`src/rtl/mem_arbiter_pkg.sv`:
```
// +--------------------------------------------------------------------------+
// | mem_arbiter_pkg: shared state encoding, port IDs and grant helper.       |
// | Revision: 1.0                                                            |
// +--------------------------------------------------------------------------+
`timescale 1ns/1ps
`default_nettype none

package mem_arbiter_pkg;

  typedef enum logic [1:0] {
    IDLE      = 2'd0,
    SERVE_CPU = 2'd1,
    SERVE_DBG = 2'd2,
    DONE      = 2'd3
  } arb_state_e;

  localparam logic PORT_CPU = 1'b0;
  localparam logic PORT_DBG = 1'b1;

  // On a tie the port that was not granted last time wins.
  function automatic logic next_grant(input logic cpu_req, input logic dbg_req,
                                      input logic last_grant);
    logic grant;
    grant = PORT_CPU;
    if (cpu_req && dbg_req) begin
      grant = ~last_grant;
    end else if (dbg_req) begin
      grant = PORT_DBG;
    end
    return grant;
  endfunction

endpackage

`default_nettype wire

```
`src/rtl/mem_arbiter_if.sv`:
```
// +--------------------------------------------------------------------------+
// | mem_arbiter_if: core port, debug port and unified memory bus signals.    |
// | Revision: 1.0                                                            |
// +--------------------------------------------------------------------------+
`timescale 1ns/1ps
`default_nettype none

interface mem_arbiter_if #(
  parameter int WIDTH = 32
);
  logic             cpu_req;
  logic             cpu_we;
  logic [WIDTH-1:0] cpu_adr;
  logic [WIDTH-1:0] cpu_wd;
  logic [WIDTH-1:0] cpu_rd;
  logic             cpu_ack;
  logic             cpu_err;

  logic             dbg_req;
  logic             dbg_we;
  logic [WIDTH-1:0] dbg_adr;
  logic [WIDTH-1:0] dbg_wd;
  logic [WIDTH-1:0] dbg_rd;
  logic             dbg_ack;
  logic             dbg_err;

  logic             mem_we;
  logic [WIDTH-1:0] mem_adr;
  logic [WIDTH-1:0] mem_wd;
  logic [WIDTH-1:0] mem_rd;
  logic             mem_ready;

  logic             busy;

  modport slave (
    input  cpu_req, cpu_we, cpu_adr, cpu_wd,
    output cpu_rd, cpu_ack, cpu_err,
    input  dbg_req, dbg_we, dbg_adr, dbg_wd,
    output dbg_rd, dbg_ack, dbg_err,
    output mem_we, mem_adr, mem_wd,
    input  mem_rd, mem_ready,
    output busy
  );

  modport master (
    output cpu_req, cpu_we, cpu_adr, cpu_wd,
    input  cpu_rd, cpu_ack, cpu_err,
    output dbg_req, dbg_we, dbg_adr, dbg_wd,
    input  dbg_rd, dbg_ack, dbg_err,
    input  mem_we, mem_adr, mem_wd,
    output mem_rd, mem_ready,
    input  busy
  );

endinterface

`default_nettype wire

```
`src/rtl/wait_timer.sv`:
```
// +--------------------------------------------------------------------------+
// | wait_timer: memory wait-cycle counter; expired on the last allowed cycle.|
// | Revision: 1.0                                                            |
// +--------------------------------------------------------------------------+
`timescale 1ns/1ps
`default_nettype none

module wait_timer #(
  parameter int CW = 8
) (
  input  logic          clk,
  input  logic          reset,
  input  logic          clear,
  input  logic          enable,
  input  logic [CW-1:0] limit,
  output logic          expired
);

  localparam logic [CW-1:0] c_one = CW'(1);

  logic [CW-1:0] count_q;
  logic [CW-1:0] count_d;

  always_comb begin
    count_d = count_q;
    if (clear) begin
      count_d = '0;
    end else if (enable) begin
      count_d = count_q + c_one;
    end
  end

  always_ff @(posedge clk or negedge reset) begin
    if (!reset) begin
      count_q <= '0;
    end else begin
      count_q <= count_d;
    end
  end

  assign expired = (count_q == (limit - c_one));

endmodule

`default_nettype wire

```
`src/rtl/mem_arbiter.sv`:
```
// +--------------------------------------------------------------------------+
// | mem_arbiter: two-port (core / debug loader) arbiter onto one memory bus. |
// | Revision: 1.0                                                            |
// +--------------------------------------------------------------------------+
`timescale 1ns/1ps
`default_nettype none

module mem_arbiter #(
  parameter int WIDTH    = 32,
  parameter int MAX_WAIT = 15
) (
  input  logic         clk,
  input  logic         reset,
  mem_arbiter_if.slave bus
);

  import mem_arbiter_pkg::*;

  localparam logic [7:0] c_wait_limit = 8'(MAX_WAIT);

  arb_state_e       state_q, state_d;
  logic             last_grant_q, last_grant_d;
  logic [WIDTH-1:0] cpu_rd_q, cpu_rd_d;
  logic [WIDTH-1:0] dbg_rd_q, dbg_rd_d;
  logic             cpu_err_q, cpu_err_d;
  logic             dbg_err_q, dbg_err_d;

  logic             sel_dbg;
  logic             serving;
  logic             cur_req;
  logic             cur_we;
  logic [WIDTH-1:0] cur_adr;
  logic [WIDTH-1:0] cur_wd;
  logic             timer_clear;
  logic             timer_enable;
  logic             timer_expired;

  assign sel_dbg = (state_q == SERVE_DBG);
  assign serving = (state_q == SERVE_CPU) || sel_dbg;
  assign cur_req = sel_dbg ? bus.dbg_req : bus.cpu_req;
  assign cur_we  = sel_dbg ? bus.dbg_we  : bus.cpu_we;
  assign cur_adr = sel_dbg ? bus.dbg_adr : bus.cpu_adr;
  assign cur_wd  = sel_dbg ? bus.dbg_wd  : bus.cpu_wd;

  // Held clear through IDLE so every SERVE starts counting from zero.
  assign timer_clear  = (state_q == IDLE);
  assign timer_enable = serving && cur_req && !bus.mem_ready;

  wait_timer #(
    .CW(8)
  ) u_wait_timer (
    .clk     (clk),
    .reset   (reset),
    .clear   (timer_clear),
    .enable  (timer_enable),
    .limit   (c_wait_limit),
    .expired (timer_expired)
  );

  always_comb begin
    state_d      = state_q;
    last_grant_d = last_grant_q;
    cpu_rd_d     = cpu_rd_q;
    dbg_rd_d     = dbg_rd_q;
    cpu_err_d    = cpu_err_q;
    dbg_err_d    = dbg_err_q;
    case (state_q)
      IDLE: begin
        if (bus.cpu_req || bus.dbg_req) begin
          last_grant_d = next_grant(bus.cpu_req, bus.dbg_req, last_grant_q);
          state_d      = (last_grant_d == PORT_DBG) ? SERVE_DBG : SERVE_CPU;
        end
      end
      SERVE_CPU, SERVE_DBG: begin
        if (!cur_req) begin
          // Requester gave up: leave results untouched and never ack.
          state_d = IDLE;
        end else if (bus.mem_ready) begin
          state_d = DONE;
          if (sel_dbg) begin
            if (!cur_we) dbg_rd_d = bus.mem_rd;
            dbg_err_d = 1'b0;
          end else begin
            if (!cur_we) cpu_rd_d = bus.mem_rd;
            cpu_err_d = 1'b0;
          end
        end else if (timer_expired) begin
          state_d = DONE;
          if (sel_dbg) dbg_err_d = 1'b1;
          else         cpu_err_d = 1'b1;
        end
      end
      DONE: begin
        state_d = IDLE;
      end
      default: begin
        state_d = IDLE;
      end
    endcase
  end

  always_ff @(posedge clk or negedge reset) begin
    if (!reset) begin
      state_q      <= IDLE;
      last_grant_q <= PORT_DBG;
      cpu_rd_q     <= '0;
      dbg_rd_q     <= '0;
      cpu_err_q    <= 1'b0;
      dbg_err_q    <= 1'b0;
    end else begin
      state_q      <= state_d;
      last_grant_q <= last_grant_d;
      cpu_rd_q     <= cpu_rd_d;
      dbg_rd_q     <= dbg_rd_d;
      cpu_err_q    <= cpu_err_d;
      dbg_err_q    <= dbg_err_d;
    end
  end

  assign bus.mem_we  = serving && cur_we;
  assign bus.mem_adr = serving ? cur_adr : '0;
  assign bus.mem_wd  = serving ? cur_wd  : '0;

  assign bus.cpu_ack = (state_q == DONE) && (last_grant_q == PORT_CPU);
  assign bus.dbg_ack = (state_q == DONE) && (last_grant_q == PORT_DBG);
  assign bus.cpu_rd  = cpu_rd_q;
  assign bus.dbg_rd  = dbg_rd_q;
  assign bus.cpu_err = cpu_err_q;
  assign bus.dbg_err = dbg_err_q;
  assign bus.busy    = (state_q != IDLE);

endmodule

`default_nettype wire

```
`src/flat_wrapper.sv`:
```
// flat-port wrapper written by rule: the top's interface ports become plain ports
module mem_arbiter_flat import mem_arbiter_pkg::*;
#(
  parameter int WIDTH    = 32,
  parameter int MAX_WAIT = 15
)
  (clk, reset, bus_cpu_req, bus_cpu_we, bus_cpu_adr, bus_cpu_wd, bus_cpu_rd, bus_cpu_ack, bus_cpu_err, bus_dbg_req, bus_dbg_we, bus_dbg_adr, bus_dbg_wd, bus_dbg_rd, bus_dbg_ack, bus_dbg_err, bus_mem_we, bus_mem_adr, bus_mem_wd, bus_mem_rd, bus_mem_ready, bus_busy);
  mem_arbiter_if #(.WIDTH(WIDTH)) bus_i ();
  input  logic clk;
  input  logic reset;
  input wire logic [$bits(bus_i.cpu_req)-1:0] bus_cpu_req;
  input wire logic [$bits(bus_i.cpu_we)-1:0] bus_cpu_we;
  input wire logic [$bits(bus_i.cpu_adr)-1:0] bus_cpu_adr;
  input wire logic [$bits(bus_i.cpu_wd)-1:0] bus_cpu_wd;
  output wire logic [$bits(bus_i.cpu_rd)-1:0] bus_cpu_rd;
  output wire logic [$bits(bus_i.cpu_ack)-1:0] bus_cpu_ack;
  output wire logic [$bits(bus_i.cpu_err)-1:0] bus_cpu_err;
  input wire logic [$bits(bus_i.dbg_req)-1:0] bus_dbg_req;
  input wire logic [$bits(bus_i.dbg_we)-1:0] bus_dbg_we;
  input wire logic [$bits(bus_i.dbg_adr)-1:0] bus_dbg_adr;
  input wire logic [$bits(bus_i.dbg_wd)-1:0] bus_dbg_wd;
  output wire logic [$bits(bus_i.dbg_rd)-1:0] bus_dbg_rd;
  output wire logic [$bits(bus_i.dbg_ack)-1:0] bus_dbg_ack;
  output wire logic [$bits(bus_i.dbg_err)-1:0] bus_dbg_err;
  output wire logic [$bits(bus_i.mem_we)-1:0] bus_mem_we;
  output wire logic [$bits(bus_i.mem_adr)-1:0] bus_mem_adr;
  output wire logic [$bits(bus_i.mem_wd)-1:0] bus_mem_wd;
  input wire logic [$bits(bus_i.mem_rd)-1:0] bus_mem_rd;
  input wire logic [$bits(bus_i.mem_ready)-1:0] bus_mem_ready;
  output wire logic [$bits(bus_i.busy)-1:0] bus_busy;
  assign bus_i.cpu_req = bus_cpu_req;
  assign bus_i.cpu_we = bus_cpu_we;
  assign bus_i.cpu_adr = bus_cpu_adr;
  assign bus_i.cpu_wd = bus_cpu_wd;
  assign bus_cpu_rd = bus_i.cpu_rd;
  assign bus_cpu_ack = bus_i.cpu_ack;
  assign bus_cpu_err = bus_i.cpu_err;
  assign bus_i.dbg_req = bus_dbg_req;
  assign bus_i.dbg_we = bus_dbg_we;
  assign bus_i.dbg_adr = bus_dbg_adr;
  assign bus_i.dbg_wd = bus_dbg_wd;
  assign bus_dbg_rd = bus_i.dbg_rd;
  assign bus_dbg_ack = bus_i.dbg_ack;
  assign bus_dbg_err = bus_i.dbg_err;
  assign bus_mem_we = bus_i.mem_we;
  assign bus_mem_adr = bus_i.mem_adr;
  assign bus_mem_wd = bus_i.mem_wd;
  assign bus_i.mem_rd = bus_mem_rd;
  assign bus_i.mem_ready = bus_mem_ready;
  assign bus_busy = bus_i.busy;
  mem_arbiter #(.WIDTH(WIDTH), .MAX_WAIT(MAX_WAIT)) u_core (.clk(clk), .reset(reset), .bus(bus_i));
endmodule
```
`config.mk`:
```
export PLATFORM = sky130hd
export DESIGN_NAME = mem_arbiter_flat
export DESIGN_NICKNAME = d
export VERILOG_FILES = /design/src/rtl/mem_arbiter_pkg.sv /design/src/rtl/mem_arbiter_if.sv /design/src/rtl/wait_timer.sv /design/src/rtl/mem_arbiter.sv /design/src/flat_wrapper.sv
export SDC_FILE = /design/constraint.sdc
export NUM_CORES = 1
export LEC_CHECK = 0
export BUFFER_PORTS_ARGS = -buffer_cell sky130_fd_sc_hd__buf_2
export CAP_MARGIN = 20
export CORE_ASPECT_RATIO = 1.4
export CORE_UTILIZATION = 32
export DETAILED_ROUTE_END_ITERATION = 8
export GPL_ROUTABILITY_DRIVEN = 0
export PLACE_DENSITY = 0.65
export SLEW_MARGIN = 20
export SYNTH_ARGS = -nofsm -noshare
export SYNTH_HDL_FRONTEND = slang
export SYNTH_SLANG_ARGS = --single-unit
export TNS_END_PERCENT = 10
```
`constraint.sdc`:
```
create_clock -name clk -period 5.1 [get_ports clk]
set_clock_uncertainty 0.05 [all_clocks]
set_input_delay 0.51 -clock clk [delete_from_list [all_inputs] [get_ports clk]]
set_output_delay 0.51 -clock clk [all_outputs]
set_load 0.005 [all_outputs]
```
==> metrics.csv <==
metric,value,unit
clkTransAtPathRegs,60,ps
peakVddDrop,305,µV
synth_top_area_cell,dfrtp_1,
place_area,0.00606,mm²
yosys.area.top_type_share,42.7,%
relSlewSlack,50.8,%
drt-initial-drc-count,100,
powerDensity,541,mW/mm²
cts_max_level,3,
worst_slew_pin_slew,738,ps
dp.cells,828,
drt-pass1-iter-count,4,
critical-path-top-delay-family,buffers and inverters,
synth_area,0.00446,mm²
syn_avg_cell_area,12.1,µm²
setup_violations,0,
timing.hold.ws,71.4,ps
rsz0062_at_grt,no,
syn_to_final_growth,42.6,%
path_buf_inv,3,
ys_types,36,
cp.depth,6,
pin_count,301,
worst_path_max_delay_cell,ha_4,
multiInputGateArea,0.00236,mm²
cts_buffers,9,
fp.dieW,102,µm
r2r-start,u_core.state_q[0]$_DFFE_PN0P_,
seq_area,0.00193,mm²
grt_pass1_vias,4086,
crit_type,register to primary output,
viasPerCell,4.71,
period_share,62.9,%
fin_area,0.00635,mm²
p_leak,3.41,nW
antenna_found_initial,11,
worstSetupEndpoint,bus_mem_wd[14],
dp_hpwl,13.3,mm
clkLatencyLatePin,330,ps
reg2reg_depth,5,
worstPathRequired,4540,ps
max_freq,312,MHz
ctsHoldBuffers,0,
rrSetupSlack,2300,ps
clockBufferDepth,2,
met2_usage,37.2,%
met3_usage,10.0,%
core,0.0135,mm²
start_util,33.1,%
yosysWarnings,0,
nets,830,
fp.dieH,142,µm
grt_util_met1,24.9,%
wl_per_cell,18.8,µm
fillers,1272,
dieArea,0.0144,mm²
routed_wl,15.9,mm
final_cell_mix,"buf_2 (300), dfrtp_1 (76), nor2b_1 (66)",
slew_viol_final,0,
synth-seq-cells,77,
postRouteAntennaNets,0,
clock-sinks,77,
grt_pass1_wl,23.2,mm
start_kind,register,
slowest_delay,600,ps
cp-end-kind,primary output,
fin_tns_setup,0,ps
hold_class,primary input to asynchronous set/reset pin,
portBuffers,300,
cp.arrival,2650,ps
synth-seq-area-share,43.3,%
period_needed,3210,ps
synthCells,367,
grt.overflow.total,0,
crit_chain,inv_1 > ha_4 > buf_4 > mux2i_1 > nor2b_1 > buf_2,
crit_path_start,u_core.state_q[0]$_DFFE_PN0P_,
root_buffer,clkbuf_16,
worstReg2RegEnd,u_core.bus.dbg_rd[26]$_DFFE_PN0P_,
drive_gt1_share,59.0,%
vias,3992,
tritoncts,done,
cts_resized,0,
maxCapViolCount,0,
grt_usage,22.1,%
syn-num-nets,540,
drcViolationCount,0,
stdcell_count,848,
rows,50,
status,"complete, no violations",
grt_max_degree,72,
top_usage_layer,met2,
postCtsSetupRepairBufs,0,
crit_fanout,38,
final_common_cell,buf_2,
synthTopCellsByArea,"dfrtp_1 (43%), mux2i_1 (15%), mux2_4 (10%)",
hold_viol,0,
[cell families (layout without fill, tap and decap cells)]
kind of cell / after synthesis / after routing / synth area share (%)
mux: 132 / 132 / 34.1
xor+xnor: 6 / 6 / 1.18
simple gates: 106 / 106 / 14.1
buf+inv: 30 / 324 / 4.21
other cells: 0 / 5 / 0
fa+ha+maj: 6 / 6 / 1.68
flops: 77 / 77 / 43.3
compound gates: 10 / 10 / 1.43
[synthesized netlist by cell type, drive strengths merged]
cell     count
inv          6
xnor2        1
mux2        67
a21oi        3
nor2b       66
clkbuf      12
ha           6
and3         1
nor3         4
nand3        4
xor2         5
o22a         1
or4          2
o21ai        2
and2         3
o211ai       1
nand4        5
dfrtp       76
and4         1
nand4b       1
a21boi       1
nand2b       1
a31oi        1
mux2i       65
a2bb2oi      1
nand2        6
dfstp        1
buf         12
nor2        12
[flip-flops by register name, summed over array words and instances (netlist names)]
name and cells:
u_core.bus.cpu_err 1, u_core.bus.dbg_err 1, u_core.last_grant_q 1, u_core.bus.cpu_rd 32
u_core.u_wait_timer.count_q 8, u_core.state_q 2, u_core.bus.dbg_rd 32
[worst min path at each step]
| stage | start | endpoint | cells after the start |
|---|---|---|---|
| after CTS | reset | u_core.bus.dbg_rd[1]$_DFFE_PN0P_ | 1 |
| after global placement | reset | u_core.bus.cpu_rd[20]$_DFFE_PN0P_ | 1 |
| after detailed placement | reset | u_core.bus.cpu_rd[26]$_DFFE_PN0P_ | 1 |
| final | reset | u_core.bus.cpu_rd[20]$_DFFE_PN0P_ | 1 |
| after floorplan | reset | u_core.bus.cpu_err$_DFFE_PN0P_ | 0 |
| after global routing | reset | u_core.bus.cpu_rd[26]$_DFFE_PN0P_ | 1 |
[report_power, final]
part | switching [mW] | internal, mW | total (mW)
Combinational | 0.848 | 0.999 | 1.85
Sequential | 0.143 | 0.858 | 1.00
Clock | 0.252 | 0.341 | 0.592
[through the flow]
step / setup WS [ps] / util (%) / power (mW)
detailed placement: 2140 / 45.0 / 2.88
global placement: 2250 / 45.0 / 2.82
finish: 1890 / 47.2 / 3.44
global route: 1720 / 47.2 / 3.69
CTS: 1880 / 47.1 / 3.48
floorplan: 2870 / - / 2.03
[layout make-up]
type / instances / share of cell area, %
antenna: 5 / 0.197
clock buffer: 10 / 3.76
clock inverter: 5 / 0.571
inverter: 6 / 0.354
multi-input combinational: 260 / 37.2
sequential: 77 / 30.3
tap: 182 / 3.58
timing repair buffer: 303 / 24.0
[metal layers]
layer | up-vias | share of wire (%)
met5 | - | 0.50
met4 | 12 | 1.5
met3 | 28 | 12
met2 | 222 | 47
met1 | 1873 | 39
li1 | 1857 | -
Power figures use the tool's default switching activity.
